--- src/rtl/adpll_pkg.sv ---
`default_nettype none
// ============================================================================
// Module      : adpll_pkg
// Description : Shared definitions for the adpll and its lock detector:
//               default counter width, the phase-error sign convention and
//               the state encodings of the measurement and lock machines.
// Revision    : 1.0 - initial release
// ============================================================================
package adpll_pkg;

    // Counter width shared with the adpll's internal phase counter.
    localparam int CNT_W_DEF = 8;

    // Sign convention of the phase error: the measurement closed by a gen
    // edge means gen lagged rf (positive); closed by an rf edge, gen led
    // rf (negative).
    typedef enum logic {
        ERR_GEN_LAGS  = 1'b0,
        ERR_GEN_LEADS = 1'b1
    } err_sign_t;

    // Phase measurement machine.
    typedef enum logic [1:0] {
        MEAS_IDLE     = 2'd0,
        MEAS_WAIT_GEN = 2'd1,
        MEAS_WAIT_RF  = 2'd2
    } meas_state_t;

    // Lock qualification machine.
    typedef enum logic {
        LOCK_UNLOCKED = 1'b0,
        LOCK_LOCKED   = 1'b1
    } lock_state_t;

endpackage
`default_nettype wire

--- src/rtl/adpll_lock_det_if.sv ---
`default_nettype none
// ============================================================================
// Module      : adpll_lock_det_if
// Description : Signal bundle between the lock detector and its environment.
//               i_rf / i_gen : reference and generated clocks (asynchronous)
//               o_err        : signed phase error, clk cycles
//               o_err_vld    : one-cycle strobe, new o_err
//               o_lock       : lock level
//               o_timeout    : one-cycle strobe, abandoned measurement
//               slave  modport: the detector
//               master modport: whatever drives the inputs and reads status
// Revision    : 1.0 - initial release
// ============================================================================
interface adpll_lock_det_if
    import adpll_pkg::*;
#(
    parameter int CNT_W = CNT_W_DEF
);
    logic                    i_rf;
    logic                    i_gen;
    logic signed [CNT_W-1:0] o_err;
    logic                    o_err_vld;
    logic                    o_lock;
    logic                    o_timeout;

    modport master (
        output i_rf, i_gen,
        input  o_err, o_err_vld, o_lock, o_timeout
    );

    modport slave (
        input  i_rf, i_gen,
        output o_err, o_err_vld, o_lock, o_timeout
    );
endinterface
`default_nettype wire

--- src/rtl/adpll_edge_sync.sv ---
`default_nettype none
// ============================================================================
// Module      : adpll_edge_sync
// Description : Two-flop synchronizer followed by a registered rising-edge
//               detector. Input edge to pulse latency is 3 clk cycles.
//               clk   : sampling clock
//               rst   : synchronous reset, active-low
//               din   : asynchronous input
//               pulse : one-cycle pulse per rising edge of din
// Revision    : 1.0 - initial release
// ============================================================================
module adpll_edge_sync (
    input  wire logic clk,
    input  wire logic rst,
    input  wire logic din,
    output logic      pulse
);
    logic r_meta;
    logic r_sync;
    logic r_prev;
    logic r_pulse;

    always_ff @(posedge clk) begin
        if (!rst) begin
            r_meta  <= 1'b0;
            r_sync  <= 1'b0;
            r_prev  <= 1'b0;
            r_pulse <= 1'b0;
        end else begin
            r_meta  <= din;
            r_sync  <= r_meta;
            r_prev  <= r_sync;
            r_pulse <= r_sync & ~r_prev;
        end
    end

    assign pulse = r_pulse;
endmodule
`default_nettype wire

--- src/rtl/adpll_lock_det.sv ---
`default_nettype none
// ============================================================================
// Module      : adpll_lock_det
// Description : Phase-error monitor and lock detector for the adpll. Measures
//               the signed distance between rf and gen rising edges once per
//               reference period and qualifies lock over runs of in-window
//               measurements.
//               i_clk : system clock
//               i_rst : synchronous reset, active-low
//               bus   : slave side of adpll_lock_det_if (rf/gen in, status out)
// Revision    : 1.0 - initial release
// ============================================================================
module adpll_lock_det
    import adpll_pkg::*;
#(
    parameter int CNT_W      = CNT_W_DEF,
    parameter int WINDOW     = 2,
    parameter int LOCK_CNT   = 16,
    parameter int UNLOCK_CNT = 4,
    parameter int TIMEOUT    = 64
) (
    input  wire logic         i_clk,
    input  wire logic         i_rst,
    adpll_lock_det_if.slave   bus
);
    localparam int              c_good_w   = $clog2(LOCK_CNT + 1);
    localparam int              c_bad_w    = $clog2(UNLOCK_CNT + 1);
    localparam logic [CNT_W-1:0] c_one     = CNT_W'(1);
    localparam logic [CNT_W-1:0] c_timeout = CNT_W'(TIMEOUT);
    localparam logic [CNT_W-1:0] c_window  = CNT_W'(WINDOW);
    localparam logic [CNT_W-1:0] c_mag_max = {1'b0, {(CNT_W-1){1'b1}}};
    localparam logic [c_good_w-1:0] c_good_last = c_good_w'(LOCK_CNT - 1);
    localparam logic [c_bad_w-1:0]  c_bad_last  = c_bad_w'(UNLOCK_CNT - 1);

    // The counter must never reach the saturated magnitude.
    if (TIMEOUT >= (2 ** (CNT_W - 1)) - 1) begin : g_timeout_range_check
        $error("adpll_lock_det: TIMEOUT must be below 2**(CNT_W-1)-1");
    end

    logic w_e_rf;
    logic w_e_gen;

    adpll_edge_sync u_sync_rf  (.clk(i_clk), .rst(i_rst), .din(bus.i_rf),  .pulse(w_e_rf));
    adpll_edge_sync u_sync_gen (.clk(i_clk), .rst(i_rst), .din(bus.i_gen), .pulse(w_e_gen));

    meas_state_t        r_meas;
    logic [CNT_W-1:0]   r_cnt;
    logic [CNT_W-1:0]   r_err;
    logic               r_err_vld;
    logic               r_timeout;
    lock_state_t        r_lock_st;
    logic [c_good_w-1:0] r_good;
    logic [c_bad_w-1:0]  r_bad;

    logic               w_emit;
    logic               w_tmo;
    err_sign_t          w_sign;
    logic [CNT_W-1:0]   w_mag;
    logic [CNT_W-1:0]   w_mag_sat;
    logic [CNT_W-1:0]   w_err;
    logic               w_in_win;

    // Decode of this cycle's measurement outcome; shared by both machines so
    // lock can change on the same cycle the corresponding strobe appears.
    always_comb begin
        w_emit = 1'b0;
        w_tmo  = 1'b0;
        w_sign = ERR_GEN_LAGS;
        w_mag  = r_cnt;
        unique case (r_meas)
            MEAS_IDLE: begin
                w_mag = '0;
                if (w_e_rf && w_e_gen) begin
                    w_emit = 1'b1;
                end
            end
            MEAS_WAIT_GEN: begin
                if (w_e_gen) begin
                    w_emit = 1'b1;
                end else if (w_e_rf || (r_cnt >= c_timeout)) begin
                    w_tmo = 1'b1;
                end
            end
            MEAS_WAIT_RF: begin
                w_sign = ERR_GEN_LEADS;
                if (w_e_rf) begin
                    w_emit = 1'b1;
                end else if (w_e_gen || (r_cnt >= c_timeout)) begin
                    w_tmo = 1'b1;
                end
            end
            default: begin
                w_mag = '0;
            end
        endcase
    end

    assign w_mag_sat = (w_mag > c_mag_max) ? c_mag_max : w_mag;
    assign w_err     = (w_sign == ERR_GEN_LEADS) ? -w_mag_sat : w_mag_sat;
    assign w_in_win  = (w_mag_sat <= c_window);

    // Measurement machine. A closing pulse that coincides with a new opening
    // pulse of the same kind restarts the count in the same waiting state.
    always_ff @(posedge i_clk) begin
        if (!i_rst) begin
            r_meas    <= MEAS_IDLE;
            r_cnt     <= '0;
            r_err     <= '0;
            r_err_vld <= 1'b0;
            r_timeout <= 1'b0;
        end else begin
            r_err_vld <= w_emit;
            r_timeout <= w_tmo;
            if (w_emit) begin
                r_err <= w_err;
            end
            unique case (r_meas)
                MEAS_IDLE: begin
                    if (w_e_rf && !w_e_gen) begin
                        r_cnt  <= c_one;
                        r_meas <= MEAS_WAIT_GEN;
                    end else if (w_e_gen && !w_e_rf) begin
                        r_cnt  <= c_one;
                        r_meas <= MEAS_WAIT_RF;
                    end
                end
                MEAS_WAIT_GEN: begin
                    if (w_e_gen) begin
                        r_cnt <= c_one;
                        if (!w_e_rf) begin
                            r_meas <= MEAS_IDLE;
                        end
                    end else if (w_e_rf) begin
                        r_cnt <= c_one;
                    end else if (r_cnt >= c_timeout) begin
                        r_meas <= MEAS_IDLE;
                    end else begin
                        r_cnt <= r_cnt + c_one;
                    end
                end
                MEAS_WAIT_RF: begin
                    if (w_e_rf) begin
                        r_cnt <= c_one;
                        if (!w_e_gen) begin
                            r_meas <= MEAS_IDLE;
                        end
                    end else if (w_e_gen) begin
                        r_cnt <= c_one;
                    end else if (r_cnt >= c_timeout) begin
                        r_meas <= MEAS_IDLE;
                    end else begin
                        r_cnt <= r_cnt + c_one;
                    end
                end
                default: begin
                    r_meas <= MEAS_IDLE;
                end
            endcase
        end
    end

    // Lock machine. A timeout strobe outranks any measurement closing on the
    // following cycle.
    always_ff @(posedge i_clk) begin
        if (!i_rst) begin
            r_lock_st <= LOCK_UNLOCKED;
            r_good    <= '0;
            r_bad     <= '0;
        end else if (r_timeout) begin
            r_lock_st <= LOCK_UNLOCKED;
            r_good    <= '0;
            r_bad     <= '0;
        end else if (w_emit) begin
            case (r_lock_st)
                LOCK_UNLOCKED: begin
                    if (!w_in_win) begin
                        r_good <= '0;
                    end else if (r_good >= c_good_last) begin
                        r_lock_st <= LOCK_LOCKED;
                        r_good    <= '0;
                        r_bad     <= '0;
                    end else begin
                        r_good <= r_good + 1'b1;
                    end
                end
                LOCK_LOCKED: begin
                    if (w_in_win) begin
                        r_bad <= '0;
                    end else if (r_bad >= c_bad_last) begin
                        r_lock_st <= LOCK_UNLOCKED;
                        r_good    <= '0;
                        r_bad     <= '0;
                    end else begin
                        r_bad <= r_bad + 1'b1;
                    end
                end
            endcase
        end
    end

    assign bus.o_err     = r_err;
    assign bus.o_err_vld = r_err_vld;
    assign bus.o_timeout = r_timeout;
    assign bus.o_lock    = (r_lock_st == LOCK_LOCKED);
endmodule
`default_nettype wire

--- src/flat_wrapper.sv ---
// flat-port wrapper written by rule: the top's interface ports become plain ports
module adpll_lock_det_flat import adpll_pkg::*;
#(
    parameter int CNT_W      = CNT_W_DEF,
    parameter int WINDOW     = 2,
    parameter int LOCK_CNT   = 16,
    parameter int UNLOCK_CNT = 4,
    parameter int TIMEOUT    = 64
)
  (i_clk, i_rst, bus_i_rf, bus_i_gen, bus_o_err, bus_o_err_vld, bus_o_lock, bus_o_timeout);
  adpll_lock_det_if #(.CNT_W(CNT_W)) bus_i ();
  input  wire logic i_clk;
  input  wire logic i_rst;
  input wire logic [$bits(bus_i.i_rf)-1:0] bus_i_rf;
  input wire logic [$bits(bus_i.i_gen)-1:0] bus_i_gen;
  output wire logic [$bits(bus_i.o_err)-1:0] bus_o_err;
  output wire logic [$bits(bus_i.o_err_vld)-1:0] bus_o_err_vld;
  output wire logic [$bits(bus_i.o_lock)-1:0] bus_o_lock;
  output wire logic [$bits(bus_i.o_timeout)-1:0] bus_o_timeout;
  assign bus_i.i_rf = bus_i_rf;
  assign bus_i.i_gen = bus_i_gen;
  assign bus_o_err = bus_i.o_err;
  assign bus_o_err_vld = bus_i.o_err_vld;
  assign bus_o_lock = bus_i.o_lock;
  assign bus_o_timeout = bus_i.o_timeout;
  adpll_lock_det #(.CNT_W(CNT_W), .WINDOW(WINDOW), .LOCK_CNT(LOCK_CNT), .UNLOCK_CNT(UNLOCK_CNT), .TIMEOUT(TIMEOUT)) u_core (.i_clk(i_clk), .i_rst(i_rst), .bus(bus_i));
endmodule
--- config.mk ---
export PLATFORM = sky130hd
export DESIGN_NAME = adpll_lock_det_flat
export DESIGN_NICKNAME = d
export VERILOG_FILES = /design/src/rtl/adpll_pkg.sv /design/src/rtl/adpll_lock_det_if.sv /design/src/rtl/adpll_edge_sync.sv /design/src/rtl/adpll_lock_det.sv /design/src/flat_wrapper.sv
export SDC_FILE = /design/constraint.sdc
export NUM_CORES = 1
export LEC_CHECK = 0
export BUFFER_PORTS_ARGS = -buffer_cell sky130_fd_sc_hd__clkbuf_2
export CAP_MARGIN = 25
export CORE_ASPECT_RATIO = 1.1
export CORE_MARGIN = 3
export CORE_UTILIZATION = 50
export CTS_CLUSTER_DIAMETER = 50
export DETAILED_ROUTE_END_ITERATION = 7
export HOLD_SLACK_MARGIN = 0.08
export PLACE_DENSITY_LB_ADDON = 0.1
export SLEW_MARGIN = 20
export SYNTH_ARGS = -nofsm -noshare
export SYNTH_HDL_FRONTEND = slang
export SYNTH_SLANG_ARGS = --single-unit
--- constraint.sdc ---
create_clock -name i_clk -period 3.3 [get_ports i_clk]
set_input_delay 0.165 -clock i_clk [delete_from_list [all_inputs] [get_ports i_clk]]
set_output_delay 0.165 -clock i_clk [all_outputs]
set_load 0.1 [all_outputs]
# --- Word level (Yosys, flattened, before mapping) ---
# Cells that the tools add are included.
totals:
  regBits: 37
  latch_bits: 0
  ram_bits: 0
  romBits: 0
  in_bits: 4
  out_inout_bits: 11
  word_cells: 101
  memories: 0
op_classes:
  add_sub_neg: 4
  multipliers: 0
  n_div: 0
  magnitude_cmp: 5
  n_eq_ne: 9
  n_shift: 0
  mux: 46
  bitwise_logic: 6
  reduce_logical: 15
ops:
  columns: ["op", "count"]
  rows:
  - ["8-bit two-way mux", 10]
  - ["8-bit case mux with 3 select lines", 1]
  - ["5-bit two-way mux", 4]
  - ["2-bit two-way mux", 9]
  - ["1-bit two-way mux", 12]
  - ["3-bit two-way mux", 4]
  - ["5-bit case mux with 2 select lines", 1]
  - ["3-bit AND reduction", 3]
  - ["8-bit by 1-bit adder with 8-bit output, second input constant", 1]
  - ["8-bit by 7-bit greater-or-equal comparator with 1-bit output, second input constant", 1]
  - ["8-bit by 7-bit greater-than comparator with 1-bit output, second input constant", 1]
  - ["8-bit by 2-bit <= comparator with 1-bit output, second input constant", 1]
  - ["2-bit != test, second input constant", 4]
  - ["8-bit negation", 1]
  - ["2-bit case mux with 3 select lines", 1]
  - ["3-bit case mux with 2 select lines", 1]
  - ["5-bit by 1-bit adder with 5-bit output, second input constant", 1]
  - ["5-bit by 4-bit greater-or-equal comparator with 1-bit output, second input constant", 1]
  - ["2-bit by 1-bit != test with 1-bit output, second input constant", 2]
  - ["1-bit NOT", 4]
  - ["1-bit case mux with 2 select lines", 2]
  - ["2-bit OR reduction", 2]
  - ["3-bit by 1-bit adder with 3-bit output, second input constant", 1]
  - ["3-bit by 2-bit greater-or-equal comparator with 1-bit output, second input constant", 1]
  - ["11 further kinds", 16]

# --- Logic depth before layout (Yosys ltp) ---
# Gate-level depths: netlist (run 1).
depth:
  word_depth: 8
  mapped_depth: 10
  depth_no_buf: 9

# --- By module ---
# From an unflattened synthesis (run 1), not the netlist that was laid out.
hier_totals:
  hier_cells: 227
  area_unflattened_um2: 1991.9
by_module_without_submodules:
  columns: ["mod", "instances", "cells_per_inst", "area_each_um2", "seq_area_each_um2"]
  rows:
  - ["adpll_lock_det", 1, 211, 1769.2, 580.6]
  - ["adpll_edge_sync", 2, 8, 111.4, 80.1]

# --- Worst setup path before layout (run 1) ---
# Ideal clock, no wire load.
synth_path:
  path_kind: "register to register"
  from: "register u_core.r_meas[0]"
  to: "register u_core.r_bad[0]"
  setup_ns: 0.091
  t_arrival_ns: 2.281
  required_time_ns: 3.209
  path_slack_ns: 0.928
  stages_incl_launch_ff: 10
  n_path_buf: 1
  synth_period_minus_slack_ns: 2.372
  cell_sequence: "dfxtp_1 > inv_1 > ha_1 > buf_1 > o21ai_0 > ha_1 > nand2b_1 > a31oi_1 > o21ai_0 > a311oi_1"
synth_between:
  elab_chain_cells: 8
  word_cells_on_any_way: 13
  cone_classes: "2 x order compare; 3 x eq/ne; 5 x mux; 3 x reduce/logical"
synth_rtl:
  columns: ["item", "line", "rtl"]
  rows:
  - ["start, declared", "adpll_lock_det.sv:46", "meas_state_t r_meas;"]
  - ["start signal, assigned", "adpll_lock_det.sv:106", "r_meas <= MEAS_IDLE;"]
  - ["start signal, assigned", "adpll_lock_det.sv:121", "r_meas <= MEAS_WAIT_GEN;"]
  - ["start signal, assigned", "adpll_lock_det.sv:124", "r_meas <= MEAS_WAIT_RF;"]
  - ["2-bit by 1-bit equality test with 1-bit output or 2-bit equality test (tied branches)", "adpll_lock_det.sv:70", "unique case (r_meas)"]
  - ["2-bit OR reduction (no line)", null, null]
  - ["8-bit two-way mux", "adpll_lock_det.sv:70", null]
  - ["8-bit by 7-bit greater-than comparator with 1-bit output", "adpll_lock_det.sv:98", "assign w_mag_sat = (w_mag > c_mag_max) ? c_mag_max : w_mag;"]
  - ["8-bit two-way mux", "adpll_lock_det.sv:98", null]
  - ["8-bit by 2-bit <= comparator with 1-bit output", "adpll_lock_det.sv:100", "assign w_in_win = (w_mag_sat <= c_window);"]
  - ["3-bit two-way mux or 2-bit by 1-bit != test with 1-bit output (tied branches)", null, null]
  - ["3-bit case mux with 2 select lines or 3-bit AND reduction (tied branches)", null, null]
  - ["end signal, assigned", "adpll_lock_det.sv:194", "r_bad <= r_bad + 1'b1;"]
  - ["end, declared", "adpll_lock_det.sv:53", "logic [c_bad_w-1:0] r_bad;"]
# Parallel ways exist; a longest one is shown, timed or not.
# A chain may end at the register's enable or synchronous reset.

# --- Worst setup path after layout (run 1) ---
# Same ends and word-level chain as after synthesis.

==> results.tsv, run 1 <==
stage	metric	value	unit
worst_setup_path	crit_path_max_incr_delay	0.55	ns
hold_path	hold_path.class	input port to register	
hold_path	hold_path.startpoint	i_rst	
die	die_h	73.44	microns
status	status	finished, final reports clean	
cells_and_area	nets	270	
cells_and_area	n_antenna_cell	0	
global_route	grt_pass1_vias	1743	
global_route	grt_overflow_total	0	
global_route	grt_pass1_wl	7.672	mm
routing	drtIter0Drc	81	
pwr	cell_internal_pwr	728.6	uW
cells_and_area	drive_gt1_share	13.28	%
flow_run	cap_violations	0	
die	io_pins	15	
pwr	p_switching	230.0	uW
cells_and_area	areaGrowthSynthToFinish	9.927	%
clock_network	clk_latency	0.29	ns
die	design.core.area	3799	sq um
yosys	synth_cells	244	
routing	dr.pass1.iters	4	
routing	drc	0	
worst_setup_path	path_max_fanout	13	
yosys	ys_warn_count	0	
timing	final.setup.tns	0	ns
timing	skew	0.008789	ns
yosys	synth_top_area_share	35.84	%
global_route	grt.total_usage	19.97	%
timing	finalSetupViolations	0	
worst_setup_path	start_kind	register	
yosys	yosys.area.top_type	dfxtp_1	
timing	min_period_over_period	78.93	%
timing	worst_pin_slew	0.8340	ns
worst_setup_path	cp_slowest_cell	ha_1	
routing	wl_per_cell	14.37	microns
pwr	clkPwrFrac	42.5	%
worst_setup_path	critPathBufInv	1	
routing	ant_nets	0	
yosys	synth_edf_count	0	
placed_design	place_hpwl	3.172	mm
yosys	yosys-top-cells-area	dfxtp_1, ha_1, a21oi_1	
die	placementRows	23	
yosys	avgSynthCellArea	8.471	sq um
pwr	vdd_drop_max	285.2	uV
clock_network	cts.clk_slew.worst_paths	0.08	ns
yosys	synth.distinct_cells	56	
timing	relSlewSlack	44.40	%
pwr	leakagePower	0.8016	nW
clock_network	post_cts_buffers	0	
timing	fmax	0.3839	GHz
timing	period_needed	2.605	ns
yosys	synth_top_flop_cell	dfxtp_1	
clock_network	cts_made_buffers	5	
hold_path	min_path_cells	2	
clock_network	clockRootBuffer	clkbuf_8	
worst_setup_path	critPathTopFamily	compound AO/OA/AOI/OAI gates	
clock_network	cts_tree	yes	
placed_design	portBuffers	14	
worst_setup_path	required	3.51	ns
worst_setup_path	reg2reg_slack	0.70	ns
yosys	synth_nets	259	
global_route	grt_max_degree	21	
die	dieArea	4943	sq um
timing	finalHoldViolCount	0	
routing	vias	1813	
timing	rsz0062_at_grt	no	
worst_setup_path	cp.arrival	2.81	ns
hold_path	hold_path_end	u_core.r_meas[1]	
yosys	yosysSeqAreaShare	35.84	%
die	start_util	54.41	%
timing	hold_ws	0.2683	ns
global_route	antenna_found_initial	0	
worst_setup_path	worst_setup_path_end_kind	register	
worst_setup_path	r2r_cells	8	
worst_setup_path	r2r_start	u_core.r_meas[0]	
die	die_width	67.31	microns
worst_setup_path	r2r-end	u_core.r_bad[0]	
routing	via_per_inst	5.925	
yosys	synth_area	2067	sq um
yosys	async_reset_ff_share	0	%
yosys	synth-seq-cells	37	
pwr	power_density	421.9	nW/um^2
clock_network	cts.htree.levels	2	
timing	final_max_slew_viol_count	0	
clock_network	cts.path.max_buffers	2	
worst_setup_path	crit_type	register to register	
worst_setup_path	cp_cell_sequence	inv_1 -> ha_1 -> o21ai_0 -> ha_1 -> nand2b_1 -> a31oi_1 -> o21ai_0 -> a311oi_1	
pwr	pwr-share-comb	8.7	%
pwr	p_seq_share	48.8	%
placed_design	gp_congestion	0.8589	
clock_network	cts.sinks	37	
pwr	swShare	23.99	%
routing	wl	4.396	mm
## power by group through the flow
| stage | clock network (mW) | registers, mW | logic, mW |
|---|---|---|---|
| 4_1_cts | 0.412 | 0.467 | 0.0835 |
| 6_report | 0.407 | 0.468 | 0.0838 |
| 3_3_place_gp | 0 | 0.478 | 0.0810 |
| 5_1_grt | 0.426 | 0.469 | 0.0931 |
| 2_1_floorplan | 0 | 0.487 | 0.0536 |
| 3_5_place_dp | 0 | 0.478 | 0.0813 |
## stage by stage
step	instance area (sq um)	total power, mW	std cells	util (%)	setup slack, ns
floorplan	2067	0.5405	244	-	0.9282
global placement	2136	0.5588	296	56.23	0.8666
detailed placement	2136	0.5592	296	56.23	0.7449
CTS	2272	0.9624	306	59.82	0.7276
global route	2272	0.9884	306	59.82	0.4848
finish	2272	0.9586	306	59.82	0.6952
## sequential cells by signal, indices dropped and copies added, names as in the netlist, 2 cells and up
name and flops:
u_core.bus.o_err 8, u_core.r_bad 3, u_core.r_cnt 8, u_core.r_good 5, u_core.r_meas 2
## cell usage in the layout (no fill, tap or decap), types with 8 or more instances in the layout
cell and instances:
a211oi_1 11, a21oi_1 17, and2_1 8, clkbuf_2 14, dfxtp_1 37, ha_1 11, inv_1 13, nand2_1 10
nand3_1 8, nor2_1 18, o21ai_0 12
## cell families (layout without fill, tap and decap cells)
group,count (synthesis),in the layout,synth area share (%)
DFF,37,37,35.84
and+or+nand+nor,83,83,21.97
buffers and inverters,27,39,5.992
xor gates and xnor gates,4,4,1.695
AOI/OAI and AO/OA,81,81,27.36
muxes,1,1,0.4843
adders and majority gates,11,11,6.658
## routing by layer
metal  wire length (microns)  up-vias  GRT usage [%]
met2                    2150       26          33.84
met4                      69        0          9.459
met3                     108        6          3.211
met5                       0        -              0
met1                    2067      860          24.37
li1                        -      921              -
## cells in the mapped netlist, types with 2 or more instances
| master | count |
|---|---|
| a211oi_1 | 11 |
| a21o_1 | 2 |
| a21oi_1 | 17 |
| a31oi_1 | 6 |
| a41oi_1 | 2 |
| and2_1 | 8 |
| and3_1 | 2 |
| buf_2 | 3 |
| buf_6 | 2 |
| clkbuf_1 | 6 |
| dfxtp_1 | 37 |
| ha_1 | 11 |
| inv_1 | 13 |
| nand2_1 | 10 |
| nand2b_1 | 7 |
| nand3_1 | 8 |
| nand3b_1 | 2 |
| nand4_1 | 5 |
| nor2_1 | 18 |
| nor2b_1 | 3 |
| nor3_1 | 7 |
| nor4_1 | 3 |
| o211ai_1 | 4 |
| o21a_1 | 5 |
| o21ai_0 | 12 |
| o31ai_1 | 7 |
| or2_2 | 2 |
| xnor2_1 | 3 |
## layout make-up
cell class	instances	area, sq um
timing repair buffer	17	97.59
clock inverter	1	30.03
sequential	37	740.7
tap	50	62.56
fill	345	1526
multi-input combinational	180	1202
clock buffer	7	86.33
inverter	14	52.55
## how the worst max path moves through the flow
stage | startpoint | endpoint | slack, ns | depth (start not counted)
final | u_core.r_meas[0] | u_core.r_bad[0] | 0.70 | 8
after detailed placement | u_core.r_meas[0] | u_core.r_bad[0] | 0.74 | 8
after CTS | u_core.r_meas[0] | u_core.r_bad[0] | 0.73 | 8
after global placement | u_core.r_meas[0] | u_core.r_bad[0] | 0.87 | 8
after global routing | u_core.r_meas[0] | u_core.r_bad[0] | 0.48 | 8
after floorplan | u_core.r_meas[0] | u_core.r_bad[0] | 0.93 | 9
## repair_timing
item                                    4_1_cts  5_1_grt
endpoints found under the hold margin         2        0
resized for setup                             0        0
endpoints found under the setup margin        0        0
hold buffers                                  2        0
Note: power is estimated with default switching activity, not from simulation.
==> run 2: changes to the inputs <==
==> constraint.sdc (replaced) <==
create_clock -name i_clk -period 2.71 [get_ports i_clk]
set_input_delay 0.1355 -clock i_clk [delete_from_list [all_inputs] [get_ports i_clk]]
set_output_delay 0.1355 -clock i_clk [all_outputs]
set_load 0.1 [all_outputs]
==> run 2 against run 1 <==
Highest routed layer unchanged. Via count hardly changed. First-iteration DRC count is 7.4% higher. Critical path type unchanged. Critical endpoint unchanged. Critical path depth is 1 higher. Largest cell class unchanged. Sequential power is 22% higher. Worst hold slack worse by 0.017 ns.
==> results.tsv, run 2 (synthesis results as in run 1) <==
stage	metric	value	unit	change
timing	fmax	0.4129	GHz	+7.5%
global_route	grt_pass1_vias	1695		-2.8%
status	status	finished, final reports clean		
clock_network	cts_hold_buf	2		unchanged
timing	min_period_over_period	89.37	%	+10 points
routing	wl_per_cell	14.71	microns	+2.4%
die	die_h	73.44	microns	unchanged
worst_setup_path	cp.arrival	2.63	ns	-0.18 ns
global_route	grt.total_usage	20.91	%	+0.94 points
cells_and_area	final_cell_mix	dfxtp_1, nor2_1, a21oi_1		
cells_and_area	fin_util	60.80	%	+0.99 points
worst_setup_path	start_kind	register		
timing	skew	0.006183	ns	-0.002605 ns
clock_network	cts.htree.levels	2		unchanged
worst_setup_path	cp_cell_sequence	inv_1 -> ha_1 -> o21ai_0 -> inv_1 -> ha_1 -> nand2b_1 -> a31oi_1 -> o21ai_0 -> a311oi_1		
worst_setup_path	crit_path_max_incr_delay	0.40	ns	-0.15 ns
pwr	vdd_drop_max	268.0	uV	-6.0%
worst_setup_path	path_max_fanout	6		-7
timing	finalHoldViolCount	0		unchanged
timing	final.setup.tns	0	ns	unchanged
global_route	grt_max_degree	16		-24%
placed_design	portBuffers	14		unchanged
routing	ant_nets	0		unchanged
routing	vias	1814		+0.055%
timing	final_max_slew_viol_count	0		unchanged
global_route	grt_overflow_total	0		unchanged
clock_network	cts_resized	0		unchanged
clock_network	post_cts_buffers	0		unchanged
routing	via_per_inst	5.833		-1.6%
cells_and_area	layout_commonest_cell	dfxtp_1		
placed_design	gp_congestion	0.8071		-6.0%
timing	finalSetupViolations	0		unchanged
cells_and_area	drive_gt1_share	14.94	%	+1.7 points
routing	drc	0		unchanged
global_route	grt_pass1_wl	7.900	mm	+3.0%
timing	hold_ws	0.2515	ns	-0.01674 ns
die	dieArea	4943	sq um	unchanged
clock_network	cts.path.max_buffers	2		unchanged
clock_network	cts_made_buffers	5		unchanged
routing	drtIter0Drc	87		+7.4%
timing	relSlewSlack	62.37	%	+18 points
die	placementRows	23		unchanged
cells_and_area	nets	275		+1.9%
die	design.core.area	3799	sq um	unchanged
hold_path	hold_path.class	input port to register		
placed_design	place_hpwl	3.416	mm	+7.7%
global_route	antenna_found_initial	0		unchanged
pwr	leakagePower	0.8275	nW	+3.2%
clock_network	cts_tree	yes		
clock_network	clockRootBuffer	clkbuf_8		
clock_network	cts.clk_slew.worst_paths	0.07	ns	about the same
die	start_util	54.41	%	unchanged
pwr	power_density	504.6	nW/um^2	+20%
routing	wl	4.576	mm	+4.1%
cells_and_area	n_antenna_cell	0		unchanged
worst_setup_path	required	2.92	ns	-0.59 ns
routing	dr.pass1.iters	4		unchanged
clock_network	clk_latency	0.29	ns	about the same
timing	worst_pin_slew	0.5593	ns	-0.2747 ns
die	io_pins	15		unchanged
timing	rsz0062_at_grt	no		
worst_setup_path	worst_setup_path_end_kind	register		
worst_setup_path	reg2reg_slack	0.29	ns	-0.41 ns
die	die_width	67.31	microns	unchanged
worst_setup_path	crit_type	register to register		
timing	period_needed	2.422	ns	-0.1827 ns
pwr	power.total	1.166	mW	+22%
cells_and_area	areaGrowthSynthToFinish	11.74	%	
flow_run	cap_violations	0		unchanged
clock_network	cts.sinks	37		unchanged
worst_setup_path	cp_slowest_cell	ha_1		
-- run 2: cell types whose count changed in the layout (fill, tap and decap cells not counted), sizes merged --
cell / change
buf: +5
-- run 2: power breakdown --
group	leakage (nW)	switching, mW	internal, mW
Combinational	0.469	0.0724	0.0351
Sequential	0.300	0.0129	0.556
Clock	0.0585	0.190	0.300
Total	0.827	0.275	0.891
-- run 2: per-stage QoR --
step           instance area (sq um)  std cells  setup WS [ns]
6_report                        2310        311         0.2880
3_3_place_gp                    2173        301         0.4350
2_1_floorplan                   2067        244         0.3382
4_1_cts                         2310        311         0.3084
5_1_grt                         2310        311        0.08461
3_5_place_dp                    2173        301         0.3319
-- run 2: worst max-delay path, delay by kind of cell, from the launching register on --
kind            cells  cell delay [ns]
flops               1             0.36
simple gates        1             0.15
buf+inv             2             0.19
fa+ha+maj           2             0.61
compound gates      4             1.03
-- run 2: routing by layer --
layer / up-vias / part of all wire [%] / track usage [%]
met2: 29 / 48 / 34.72
met1: 845 / 47 / 26.35
met3: 8 / 3.3 / 4.740
met4: 0 / 1.6 / 7.432
li1: 932 / - / -
met5: - / 0 / 0
-- run 2: layout make-up --
cell class	count	area (sq um)
multi-input combinational	180	1202
clock inverter	1	30.03
sequential	37	740.7
fill	363	1489
timing repair buffer	22	135.1
tap	50	62.56
clock buffer	7	86.33
inverter	14	52.55
-- run 2: final timing paths --
kind / from / to / cells after the start
setup / recovery: u_core.r_meas[0] / u_core.r_bad[0] / 9
hold / removal: i_rst / u_core.r_cnt[0] / 3
setup reg to reg: u_core.r_meas[0] / u_core.r_bad[0] / 9
hold reg to reg: u_core.u_sync_gen.r_prev / u_core.u_sync_gen.pulse / 1
